===== src/rtl/ef_bus_arbiter.sv =====
// ef_bus_arbiter: round-robin arbiter and setup/strobe/hold sequencer for the
// shared Flash/Ethernet external bus. Requester 0 = CFI flash, 1 = LAN91C111.
// Optional feature macro: EF_ARB_TURNAROUND_EN inserts one idle TURN cycle
// whenever consecutive accesses target different devices.
// Bus controls decode directly from registered state, so reset clears them
// asynchronously; address and write data stay registered and hold in IDLE.
module ef_bus_arbiter #(
    parameter int AW        = 23,
    parameter int DW        = 32,
    parameter int FL_SETUP  = 2,
    parameter int FL_STROBE = 6,
    parameter int FL_HOLD   = 1,
    parameter int EN_SETUP  = 1,
    parameter int EN_STROBE = 4,
    parameter int EN_HOLD   = 1
) (
    input  logic          clk,
    input  logic          rst_n,
    input  logic          m0_req,
    input  logic          m0_we,
    input  logic [AW-1:0] m0_adr,
    input  logic [DW-1:0] m0_wdat,
    input  logic [3:0]    m0_be,
    output logic          m0_ack,
    input  logic          m1_req,
    input  logic          m1_we,
    input  logic [AW-1:0] m1_adr,
    input  logic [DW-1:0] m1_wdat,
    input  logic [3:0]    m1_be,
    output logic          m1_ack,
    output logic [DW-1:0] rdat,
    output logic [AW-1:0] ef_a,
    output logic [DW-1:0] ef_d_o,
    output logic          ef_d_oe,
    input  logic [DW-1:0] ef_d_i,
    output logic          flash_ce_n,
    output logic          flash_oe_n,
    output logic          flash_we_n,
    output logic          enet_rd_n,
    output logic          enet_wr_n,
    output logic [3:0]    enet_be_n
);

    localparam logic [2:0] S_IDLE   = 3'd0;
    localparam logic [2:0] S_SETUP  = 3'd1;
    localparam logic [2:0] S_STROBE = 3'd2;
    localparam logic [2:0] S_HOLD   = 3'd3;
`ifdef EF_ARB_TURNAROUND_EN
    localparam logic [2:0] S_TURN   = 3'd4;
`endif

    // Strobe/hold of 0 are illegal; hardware runs them as a single cycle.
    localparam logic [3:0] FL_S = 4'(FL_SETUP);
    localparam logic [3:0] FL_T = (FL_STROBE == 0) ? 4'd1 : 4'(FL_STROBE);
    localparam logic [3:0] FL_H = (FL_HOLD   == 0) ? 4'd1 : 4'(FL_HOLD);
    localparam logic [3:0] EN_S = 4'(EN_SETUP);
    localparam logic [3:0] EN_T = (EN_STROBE == 0) ? 4'd1 : 4'(EN_STROBE);
    localparam logic [3:0] EN_H = (EN_HOLD   == 0) ? 4'd1 : 4'(EN_HOLD);

    function automatic logic [3:0] setup_of(input logic g);
        return g ? EN_S : FL_S;
    endfunction

    function automatic logic [3:0] strobe_of(input logic g);
        return g ? EN_T : FL_T;
    endfunction

    function automatic logic [3:0] hold_of(input logic g);
        return g ? EN_H : FL_H;
    endfunction

    logic [2:0]    state_q, state_d;
    logic [3:0]    cnt_q, cnt_d;
    logic          gnt_q, gnt_d;
    logic          last_q, last_d;
    logic          we_q, we_d;
    logic [3:0]    be_q, be_d;
    logic [AW-1:0] adr_q, adr_d;
    logic [DW-1:0] wdat_q, wdat_d;
    logic [DW-1:0] rdat_q, rdat_d;
`ifdef EF_ARB_TURNAROUND_EN
    logic          prev_vld_q, prev_vld_d;
`endif

    logic          pick, g_sel, last_cnt;
    logic [2:0]    first_st;
    logic [3:0]    first_cnt;
    logic          act, strb;

    // Next-state: arbitration in IDLE, then counted setup/strobe/hold phases.
    always_comb begin
        pick      = (m0_req & m1_req) ? ~last_q : m1_req;
        g_sel     = (state_q == S_IDLE) ? pick : gnt_q;
        first_st  = (setup_of(g_sel) != 4'd0) ? S_SETUP : S_STROBE;
        first_cnt = (setup_of(g_sel) != 4'd0) ? setup_of(g_sel) : strobe_of(g_sel);
        last_cnt  = (cnt_q <= 4'd1);
        state_d   = state_q;
        cnt_d     = cnt_q;
        gnt_d     = gnt_q;
        last_d    = last_q;
        we_d      = we_q;
        be_d      = be_q;
        adr_d     = adr_q;
        wdat_d    = wdat_q;
        rdat_d    = rdat_q;
`ifdef EF_ARB_TURNAROUND_EN
        prev_vld_d = prev_vld_q;
`endif
        case (state_q)
            S_IDLE: begin
                if (m0_req | m1_req) begin
                    gnt_d  = pick;
                    last_d = pick;
                    we_d   = pick ? m1_we   : m0_we;
                    be_d   = pick ? m1_be   : m0_be;
                    adr_d  = pick ? m1_adr  : m0_adr;
                    wdat_d = pick ? m1_wdat : m0_wdat;
`ifdef EF_ARB_TURNAROUND_EN
                    prev_vld_d = 1'b1;
                    if (prev_vld_q && (pick != last_q)) begin
                        state_d = S_TURN;
                    end else begin
                        state_d = first_st;
                        cnt_d   = first_cnt;
                    end
`else
                    state_d = first_st;
                    cnt_d   = first_cnt;
`endif
                end
            end
`ifdef EF_ARB_TURNAROUND_EN
            S_TURN: begin
                state_d = first_st;
                cnt_d   = first_cnt;
            end
`endif
            S_SETUP: begin
                if (last_cnt) begin
                    state_d = S_STROBE;
                    cnt_d   = strobe_of(gnt_q);
                end else begin
                    cnt_d = cnt_q - 4'd1;
                end
            end
            S_STROBE: begin
                if (last_cnt) begin
                    state_d = S_HOLD;
                    cnt_d   = hold_of(gnt_q);
                    rdat_d  = ef_d_i;
                end else begin
                    cnt_d = cnt_q - 4'd1;
                end
            end
            S_HOLD: begin
                if (last_cnt) begin
                    state_d = S_IDLE;
                end else begin
                    cnt_d = cnt_q - 4'd1;
                end
            end
            default: state_d = S_IDLE;
        endcase
    end

    // State and datapath registers; reset kills any access in flight.
    always_ff @(posedge clk or negedge rst_n) begin
        if (!rst_n) begin
            state_q <= S_IDLE;
            cnt_q   <= 4'd0;
            gnt_q   <= 1'b0;
            last_q  <= 1'b1;
            we_q    <= 1'b0;
            be_q    <= 4'd0;
            adr_q   <= '0;
            wdat_q  <= '0;
            rdat_q  <= '0;
`ifdef EF_ARB_TURNAROUND_EN
            prev_vld_q <= 1'b0;
`endif
        end else begin
            state_q <= state_d;
            cnt_q   <= cnt_d;
            gnt_q   <= gnt_d;
            last_q  <= last_d;
            we_q    <= we_d;
            be_q    <= be_d;
            adr_q   <= adr_d;
            wdat_q  <= wdat_d;
            rdat_q  <= rdat_d;
`ifdef EF_ARB_TURNAROUND_EN
            prev_vld_q <= prev_vld_d;
`endif
        end
    end

    // Pin decode: chip-select over the whole access, strobe only in STROBE.
    always_comb begin
        act        = (state_q == S_SETUP) || (state_q == S_STROBE) || (state_q == S_HOLD);
        strb       = (state_q == S_STROBE);
        flash_ce_n = ~(act & ~gnt_q);
        flash_oe_n = ~(strb & ~gnt_q & ~we_q);
        flash_we_n = ~(strb & ~gnt_q & we_q);
        enet_rd_n  = ~(strb & gnt_q & ~we_q);
        enet_wr_n  = ~(strb & gnt_q & we_q);
        enet_be_n  = (act & gnt_q) ? ~be_q : 4'hF;
        ef_d_oe    = act & we_q;
        m0_ack     = (state_q == S_HOLD) & last_cnt & ~gnt_q;
        m1_ack     = (state_q == S_HOLD) & last_cnt & gnt_q;
    end

    assign ef_a   = adr_q;
    assign ef_d_o = wdat_q;
    assign rdat   = rdat_q;

`ifndef SYNTHESIS
    // Timing parameters out of range are a configuration error.
    always @(posedge clk) begin
        assert (FL_STROBE > 0 && FL_HOLD > 0 && EN_STROBE > 0 && EN_HOLD > 0 &&
                FL_SETUP <= 15 && FL_STROBE <= 15 && FL_HOLD <= 15 &&
                EN_SETUP <= 15 && EN_STROBE <= 15 && EN_HOLD <= 15);
    end
`endif

endmodule


===== config.mk =====
export PLATFORM = sky130hd
export DESIGN_NAME = ef_bus_arbiter
export DESIGN_NICKNAME = d
export VERILOG_FILES = /design/src/rtl/ef_bus_arbiter.sv
export SDC_FILE = /design/constraint.sdc
export NUM_CORES = 1
export LEC_CHECK = 0
export CAP_MARGIN = 40
export CELL_PAD_IN_SITES_DETAIL_PLACEMENT = 2
export CELL_PAD_IN_SITES_GLOBAL_PLACEMENT = 2
export CORE_ASPECT_RATIO = 1.2
export CORE_MARGIN = 2
export CORE_UTILIZATION = 23
export CTS_BUF_LIST = sky130_fd_sc_hd__clkbuf_4 sky130_fd_sc_hd__clkbuf_8
export CTS_CLUSTER_DIAMETER = 150
export DETAILED_ROUTE_END_ITERATION = 10
export PLACE_DENSITY = 0.77
export SLEW_MARGIN = 10
export SYNTH_ARGS = -nofsm -noshare
export SYNTH_HDL_FRONTEND = slang
export SYNTH_SLANG_ARGS = --single-unit

===== constraint.sdc =====
create_clock -name clk -period 2.3 [get_ports clk]
set_input_delay 0.46 -clock clk [delete_from_list [all_inputs] [get_ports clk]]
set_output_delay 0.46 -clock clk [all_outputs]
set_load 0.01 [all_outputs]

==> qor.txt, run 1 <==
status: complete, no violations
Die Ht: 160 um
Synth warnings: 0
WL/cell: 18.2 um
Die ar.: 21500 um^2
Slew Limit Headroom: 0.610
CP Data Arrival Time: 1740 ps
cts hold-fix bufs: 0
P_sw: 0.00365 W
Net Sw Frac: 0.372
Detailed Place HPWL: 13.1 mm
largest family of logic cells by synthesized area: multiplexers
critical path depth in cells: 8
Worst Hold Class: in -> async
reg-to-reg setup timing slack: 180 ps
Total Wirelength: 16.9 mm
P_leak: 3.41 nW
Internal Power: 0.00616 W
Setup crit end: m0_ack
clock skew: 14.1 ps
crit-path max FO: 4
largest delay contributor family on the critical path: buffers and inverters
Via density: 4.42
Syn Area/Cell: 11.6 um^2
RR Startpoint: state_q[1]
die width: 134 um
number of global-route vias before repair: 4798
Worst-Skew Late Latency: 380 ps
Synth Register Bits: 100
mux cell area share after synthesis: 0.232
min Tclk post-route: 2200 ps
first-pass GRT wire length: 26.8 mm
dpl cells: 909
worst path cell trace: buf_4, ha_1, nor2_2, nor3_4, nand2_2, buf_6, nor2_2, buf_2
count leader, synth: dfrtp_1
Core Box Area: 20100 um^2
Ports: 255
post-synthesis simple-gate area fraction: 0.0797
number of synthesized flops with an enable pin: 0
syn nets: 565
Worst Setup SP: cnt_q[0]
largest net degree at the start of global routing: 101
Synth Flop Type: dfrtp_1
ant diodes: 0
drt pass-1 iters: 4
Unique masters post-synth: 34
clock slew at reported path FFs: 100 ps
Clk pwr share: 0.124
Worst Path Required: 1840 ps
DRT antenna net count: 0
share of cells above drive strength 1: 0.126
number of hold violations in the final report: 0
mapped cell area: 4680 um^2
Longest Clk Path Bufs: 2
port bufs: 254
initial antenna violation count: 0
DR DRC count: 0
Worst path most repeated cell: nor2_2
Synth Area in Adders: 0.0187
initial detailed-routing violation count: 64
max-slew violations: 0
CP Capture Type: output port
Std-Cell Rows: 57
worst reg2reg path depth: 7
post-route cell area: 7870 um^2
critical path class: reg -> out
Max IR drop VDD: 0.000494 V
leading area contributor after synthesis: dfrtp_1
GRT Util Overall: 0.159
slowest stage delay, CP: 410 ps
initial core utilization: 0.233
slowest CP cell: dfrtp_1
Final #Nets: 824
pwr dens: 1250 nW/um^2
unrepaired setup endpoints after global routing: false
achievable frequency: 456 MHz
Flop pwr share: 0.325
reg2reg end: state_q[1]
share of the synthesized area in the top cell type: 0.529
Finished Layout Cells: 931
CTS tree: done
Post-synth ARST share: 1.00
share of the yosys chip area belonging to registers: 0.535
Synth top cells by count: dfrtp_1, nand2_1, mux2i_1
clk root buf: clkbuf_8
DR vias: 4118
Final setup viols: 0
Post-Synth XOR/XNOR Area: 0.00374
logic gate share of total power: 0.551
clock sinks: 100
GP Congestion: 0.752
H-tree depth: 3
crit start category: register
CP bufs+invs: 3
compound-cell area share of the yosys netlist: 0.0939
area grow syn2layout: 68.2%
GR Overflow Total: 0
Area after DPL: 7600 um^2
Syn Inst Count: 402
total CTS buffers: 9
Slew @ Worst Pin: 584 ps
Tcrit/Tclk final: 0.954
max-cap viol count: 0
top cells by area, synth: dfrtp_1, mux2i_1, mux2_4
kinds of logic after synthesis:
family / Yosys count
buffers and inverters: 32
xor gates and xnor gates: 2
AOI/OAI and AO/OA: 79
adders and majority gates: 7
DFF: 100
and+or+nand+nor: 89
muxes: 93
cell usage in the layout, fill, tap and decap left out, drive strengths merged, types with 4 or more instances in the layout:
| master | n |
|---|---|
| clkdlybuf4s50 | 241 |
| dfrtp | 99 |
| nand2 | 71 |
| o21ai | 64 |
| mux2i | 60 |
| mux2 | 33 |
| buf | 21 |
| clkbuf | 10 |
| dlygate4sd2 | 10 |
| inv | 8 |
| nor2 | 8 |
| ha | 7 |
| nor3 | 4 |
layout make-up:
cell class | instances | area, um^2
Tap cell | 265 | 332
Clock buffer | 10 | 138
Clock inverter | 6 | 71.3
Inverter | 7 | 26.3
Timing Repair Buffer | 273 | 2750
Fill cell | 2133 | 12200
Multi-Input combinational cell | 270 | 2050
Sequential cell | 100 | 2500
registers in the layout, indices dropped and copies added (netlist names):
name and flops:
be_q 4, cnt_q 4, ef_a 23, ef_d_o 32, gnt_q 1, last_q 1, rdat 32, state_q 2
we_q 1
power by group through the flow:
stage               combinational, W  clock, W  sequential [W]
finish                       0.00540   0.00122         0.00319
global route                 0.00590   0.00135         0.00332
CTS                          0.00551   0.00128         0.00321
detailed placement           0.00537         0         0.00326
global placement             0.00515         0         0.00317
floorplan                    0.00222         0         0.00349
how the worst min path moves through the flow:
stage | from | to | slack [ps] | depth (start not counted)
after floorplan | rst_n | be_q[0] | 160 | 0
after global placement | ef_d_o[20] | ef_d_o[20] | 460 | 2
after detailed placement | ef_a[1] | ef_a[1] | 470 | 2
after CTS | rst_n | rdat[24] | 150 | 2
after global routing | rst_n | rdat[24] | 150 | 2
final | rst_n | rdat[24] | 130 | 2
routing by layer:
metal	track usage	share of wire
met3	0.0552	0.088
met1	0.175	0.38
met4	0.0550	0.022
met5	0	0
met2	0.282	0.51
per-stage QoR:
| step | util | hold slack [ps] | power, W | setup WS (ps) | setup TNS (ps) |
|---|---|---|---|---|---|
| after floorplan | - | 164 | 0.00571 | 531 | 0 |
| after global placement | 0.378 | 463 | 0.00832 | 172 | 0 |
| after detailed placement | 0.378 | 474 | 0.00863 | -19.0 | -37.6 |
| after CTS | 0.391 | 153 | 0.0100 | 47.8 | 0 |
| after global routing | 0.391 | 152 | 0.0106 | 3.83 | 0 |
| final | 0.391 | 127 | 0.00981 | 105 | 0 |
what timing repair did:
item                       in CTS  in global routing
gates resized for setup        26                  2
pin swaps                       0                  1
cloned                          0                  0
setup buffers                   6                  0
setup endpoints to repair      12                  2
Power figures use the tool's default switching activity.
==> inputs of run 2 (changes only) <==
--- a/config.mk
+++ b/config.mk
@@ -14,7 +14,8 @@
 export CTS_BUF_LIST = sky130_fd_sc_hd__clkbuf_4 sky130_fd_sc_hd__clkbuf_8
 export CTS_CLUSTER_DIAMETER = 150
 export DETAILED_ROUTE_END_ITERATION = 10
-export PLACE_DENSITY = 0.77
+export GPL_TIMING_DRIVEN = 0
+export PLACE_DENSITY_LB_ADDON = 0.1
 export SLEW_MARGIN = 10
 export SYNTH_ARGS = -nofsm -noshare
 export SYNTH_HDL_FRONTEND = slang
==> run 2 against run 1 <==
Sequential share of layout area barely moved; non-clock buffer count increased by 16; register-to-register slack improved by 60 ps; sequential power about the same; sequential cell count unchanged; cell count is 1.7% higher; combinational power is 1% lower; critical endpoint is now m1_ack; largest power group unchanged; highest routed layer unchanged.
==> qor.txt, run 2 (synthesis gave the netlist of run 1 again) <==
clock skew: 11.8 ps
pwr dens: 1230 nW/um^2
clock sinks: 100
Detailed Place HPWL: 13.4 mm
crit start category: register
Ports: 255
DR vias: 4170
DR DRC count: 0
most frequent cells in the layout: clkdlybuf4s50_1, dfrtp_1, nand2_1, mux2i_1, o21ai_0
GRT Util Overall: 0.160
drt pass-1 iters: 4
DRT antenna net count: 0
GR Overflow Total: 0
GP Congestion: 0.715
Slew Limit Headroom: 0.659
first-pass GRT wire length: 26.7 mm
Worst Path Required: 1840 ps
max-cap viol count: 0
clk root buf: clkbuf_8
achievable frequency: 458 MHz
fin worst setup slack: 117 ps
P_leak: 3.44 nW
total CTS buffers: 9
Die ar.: 21500 um^2
Area after DPL: 7580 um^2
CP bufs+invs: 2
number of hold violations in the final report: 0
die width: 134 um
largest net degree at the start of global routing: 62
slowest CP cell: dfrtp_1
CP Capture Type: output port
crit-path max FO: 4
area grow syn2layout: 68.1%
initial core utilization: 0.233
initial detailed-routing violation count: 132
Total Wirelength: 16.9 mm
initial antenna violation count: 0
reg-to-reg setup timing slack: 240 ps
ant diodes: 0
largest delay contributor family on the critical path: flip-flops
CTS tree: done
Post-Place Setup Slack: -251 ps
CP Data Arrival Time: 1720 ps
max-slew violations: 0
Die Ht: 160 um
Slew @ Worst Pin: 507 ps
worst path cell trace: buf_4, ha_1, nor2_1, nor3_4, nand2_2, nor2_1, buf_2
Max IR drop VDD: 0.000383 V
clock slew at reported path FFs: 100 ps
Core Box Area: 20100 um^2
Longest Clk Path Bufs: 2
number of global-route vias before repair: 4733
WL/cell: 17.9 um
Worst Hold Class: reg -> reg
Std-Cell Rows: 57
critical path class: reg -> out
Worst path most repeated cell: nor2_1
commonest non-fill, non-tap cell in the layout: clkdlybuf4s50_1
Final #Nets: 840
Worst-Skew Late Latency: 390 ps
Via density: 4.40
post-route cell area: 7870 um^2
slowest stage delay, CP: 430 ps
share of cells above drive strength 1: 0.130
H-tree depth: 3
Final setup viols: 0
Tcrit/Tclk final: 0.949
status: complete, no violations
port bufs: 254
min Tclk post-route: 2180 ps
==> run 2: changes by cell type in the layout (fill, tap and decap cells not counted), moves of 3 or more <==
| cell | delta |
|---|---|
| buf_2 | +5 |
| nor2_2 | -4 |
| buf_12 | -6 |
| clkbuf_2 | +5 |
| clkbuf_1 | +4 |
| buf_4 | +4 |
| nor2_1 | +3 |
==> run 2: metrics by stage <==
stage	util	TNS, ps	total power, W	hold WS [ps]	std cells
global placement	0.376	-335880	0.00833	462	921
CTS	0.389	0	0.00986	501	943
detailed placement	0.377	-9590	0.00852	412	922
floorplan	-	0	0.00571	164	402
finish	0.391	0	0.00971	494	947
global route	0.391	-17.2	0.0105	530	947
==> run 2: power breakdown <==
group	leakage (nW)	switching, W	total [W]	internal, W
Clock	0.0997	0.000710	0.00123	0.000521
Sequential	1.21	0.000513	0.00316	0.00264
Combinational	2.13	0.00240	0.00532	0.00292
Total	3.44	0.00362	0.00971	0.00609
==> run 2: routing by layer <==
layer	up-vias	global-route usage	part of all wire
met5	-	0	0
met4	0	0.0560	0.017
met3	18	0.0514	0.083
met2	170	0.283	0.51
met1	2048	0.180	0.39
li1	1934	-	-
==> run 2: worst reg2reg max path: cells and delay by family, from the launching register on <==
family | cells | cell delay [ps]
flops | 1 | 420
simple gates | 3 | 650
fa+ha+maj | 1 | 270
buf+inv | 2 | 260
mux | 1 | 360
==> run 2: cell type report <==
type | count | area (um^2)
clock buffers | 9 | 124
clock inverters | 7 | 81.3
flip-flops and latches | 100 | 2500
plain buffers | 25 | 161
inverters | 7 | 26.3
repair buffers | 264 | 2620
fillers | 2142 | 12200
well taps | 265 | 332
multi-input cells | 270 | 2010
==> run 2: path summary, 6_finish.rpt <==
path	startpoint	to	cells past startpoint
setup / recovery	cnt_q[0]	m1_ack	7
hold / removal	ef_d_o[8]	ef_d_o[8]	2
setup reg to reg	state_q[1]	state_q[1]	7
hold reg to reg	ef_d_o[8]	ef_d_o[8]	2
max in group asynchronous	rst_n	ef_d_o[2]	3
min in group asynchronous	rst_n	rdat[28]	2
==> run 2: timing repair <==
| action | 4_1_cts | 5_1_grt |
|---|---|---|
| hold endpoints to repair | 38 | 0 |
| resized for setup | 24 | 12 |
| hold buffers | 1 | 0 |
| endpoints found under the setup margin | 41 | 47 |
| buffers inserted | 4 | 4 |
| pin swaps | 1 | 2 |
==> inputs of run 3 (changes only) <==
==> constraint.sdc (replaced) <==
create_clock -name clk -period 2.2 [get_ports clk]
set_input_delay 0.44 -clock clk [delete_from_list [all_inputs] [get_ports clk]]
set_output_delay 0.44 -clock clk [all_outputs]
set_load 0.01 [all_outputs]
==> run 3 against run 2 <==
Register-to-register slack got worse by 40 ps; via count rose by 0.26%; global-route usage increased by 0.093 points; sequential cell count unchanged; largest cell class unchanged; sequential share of layout area about the same; cell count is the same; non-clock buffer count did not move; worst setup slack worse by 31 ps; total power grew 4.9%; critical path depth fell by 2.
==> qor.txt, run 3 (synthesis gave the netlist of run 1 again) <==
GRT Util Overall: 0.161
clock sinks: 100
Clk pwr share: 0.126
crit start category: register
most frequent cells in the layout: clkdlybuf4s50_1, dfrtp_1, nand2_1, mux2i_1, o21ai_0
Slew @ Worst Pin: 420 ps
max-cap viol count: 0
P_leak: 3.44 nW
min Tclk post-route: 2110 ps
Total Wirelength: 17.0 mm
first-pass GRT wire length: 26.9 mm
Total Neg Setup Slack: 0 ps
CP Capture Type: output port
fill cell count: 2146
commonest non-fill, non-tap cell in the layout: clkdlybuf4s50_1
WL/cell: 18.0 um
Max IR drop VDD: 0.000401 V
Net Sw Frac: 0.373
CTS tree: done
number of global-route vias before repair: 4747
GR Overflow Total: 0
Via density: 4.41
Longest Clk Path Bufs: 2
Ports: 255
achievable frequency: 473 MHz
crit-path max FO: 10
drt pass-1 iters: 4
pwr dens: 1290 nW/um^2
largest net degree at the start of global routing: 62
hold path start: ef_d_o[8]
number of hold violations in the final report: 0
Worst Path Required: 1760 ps
clk root buf: clkbuf_8
Worst Hold Class: reg -> reg
Slew Limit Headroom: 0.720
CP Data Arrival Time: 1670 ps
worst reg2reg path depth: 7
initial core utilization: 0.233
Std-Cell Rows: 57
clock slew at reported path FFs: 100 ps
clock skew: 12.4 ps
logic gate share of total power: 0.550
GP Congestion: 0.715
Final #Nets: 840
DRT antenna net count: 0
Internal Power: 0.00639 W
worst hold stages: 2
fin worst setup slack: 86.6 ps
share of cells above drive strength 1: 0.142
area grow syn2layout: 68.3%
DR DRC count: 0
initial antenna violation count: 0
max-slew violations: 0
Worst-Skew Late Latency: 390 ps
status: complete, no violations
die width: 134 um
ant diodes: 0
RR Startpoint: state_q[1]
Flop pwr share: 0.325
initial detailed-routing violation count: 144
Core Box Area: 20100 um^2
DR vias: 4181
total CTS buffers: 9
Final setup viols: 0
Detailed Place HPWL: 13.4 mm
reg2reg end: state_q[1]
Die Ht: 160 um
Post-Place Setup Slack: -331 ps
H-tree depth: 3
worst hold endpoint: ef_d_o[8]
Tcrit/Tclk final: 0.961
reg-to-reg setup timing slack: 200 ps
P_sw: 0.00380 W
port bufs: 254
Die ar.: 21500 um^2
critical path class: reg -> out
[run 3: cell count changes in the layout (fill, tap and decap cells not counted), sizes merged]
cell,before,now
buf,27,29
dlygate4sd2,9,8
dlymetal6s2s,1,0
[run 3: layout make-up]
type / count / area (um^2) / share of cell area
Buffer: 25 / 165 / 0.0210
Clock buffer: 9 / 124 / 0.0157
Clock inverter: 7 / 81.3 / 0.0103
Inverter: 7 / 26.3 / 0.00334
Multi-Input combinational cell: 270 / 2030 / 0.258
Sequential cell: 100 / 2500 / 0.318
Tap cell: 265 / 332 / 0.0421
Timing Repair Buffer: 264 / 2610 / 0.332
[run 3: stage by stage]
step                instance area (um^2)  utilization  hold WS (ps)  cells  power, W
floorplan                           4680            -           144    402   0.00597
global placement                    7550        0.376           462    921   0.00871
detailed placement                  7580        0.377           392    922   0.00891
CTS                                 7860        0.391           501    944    0.0104
global route                        7880        0.392           530    947    0.0110
finish                              7880        0.392           493    947    0.0102
[run 3: critical path: stages, from the launching register on]
cell and delay, ps:
dfrtp_1 430, buf_4 150, ha_1 160, buf_4 170
nand3b_1 90, dlygate4sd2_1 290
[run 3: timing repair]
| action | 4_1_cts | 5_1_grt |
|---|---|---|
| setup endpoints to repair | 52 | 46 |
| pin swaps | 2 | 1 |
| setup buffers | 5 | 3 |
| endpoints found under the hold margin | 38 | 0 |
| resized for setup | 39 | 6 |
| hold buffers | 1 | 0 |
[run 3: layer usage]
metal | vias to the layer above | GRT usage | wire, um
met5 | - | 0 | 0
met4 | 0 | 0.0560 | 303
met3 | 19 | 0.0514 | 1450
met2 | 176 | 0.286 | 8710
met1 | 2051 | 0.180 | 6560
li1 | 1935 | - | -
[run 3: power groups by stage]
stage / registers, W / clock network [W] / logic, W
after floorplan: 0.00365 / 0 / 0.00232
after global placement: 0.00329 / 0 / 0.00542
after detailed placement: 0.00336 / 0 / 0.00555
after CTS: 0.00333 / 0.00135 / 0.00570
after global routing: 0.00345 / 0.00141 / 0.00617
final: 0.00331 / 0.00128 / 0.00560
[run 3: how the worst max path moves through the flow]
stage,endpoint,slack [ps],start,cells past startpoint
finish,flash_oe_n,90,state_q[1],5
global route,enet_be_n[3],-7,state_q[1],6
CTS,m1_ack,-10,cnt_q[0],7
detailed placement,ef_d_o[21],-330,m0_req,6
global placement,ef_a[0],-3390,rst_n,1
floorplan,m0_ack,450,cnt_q[0],6
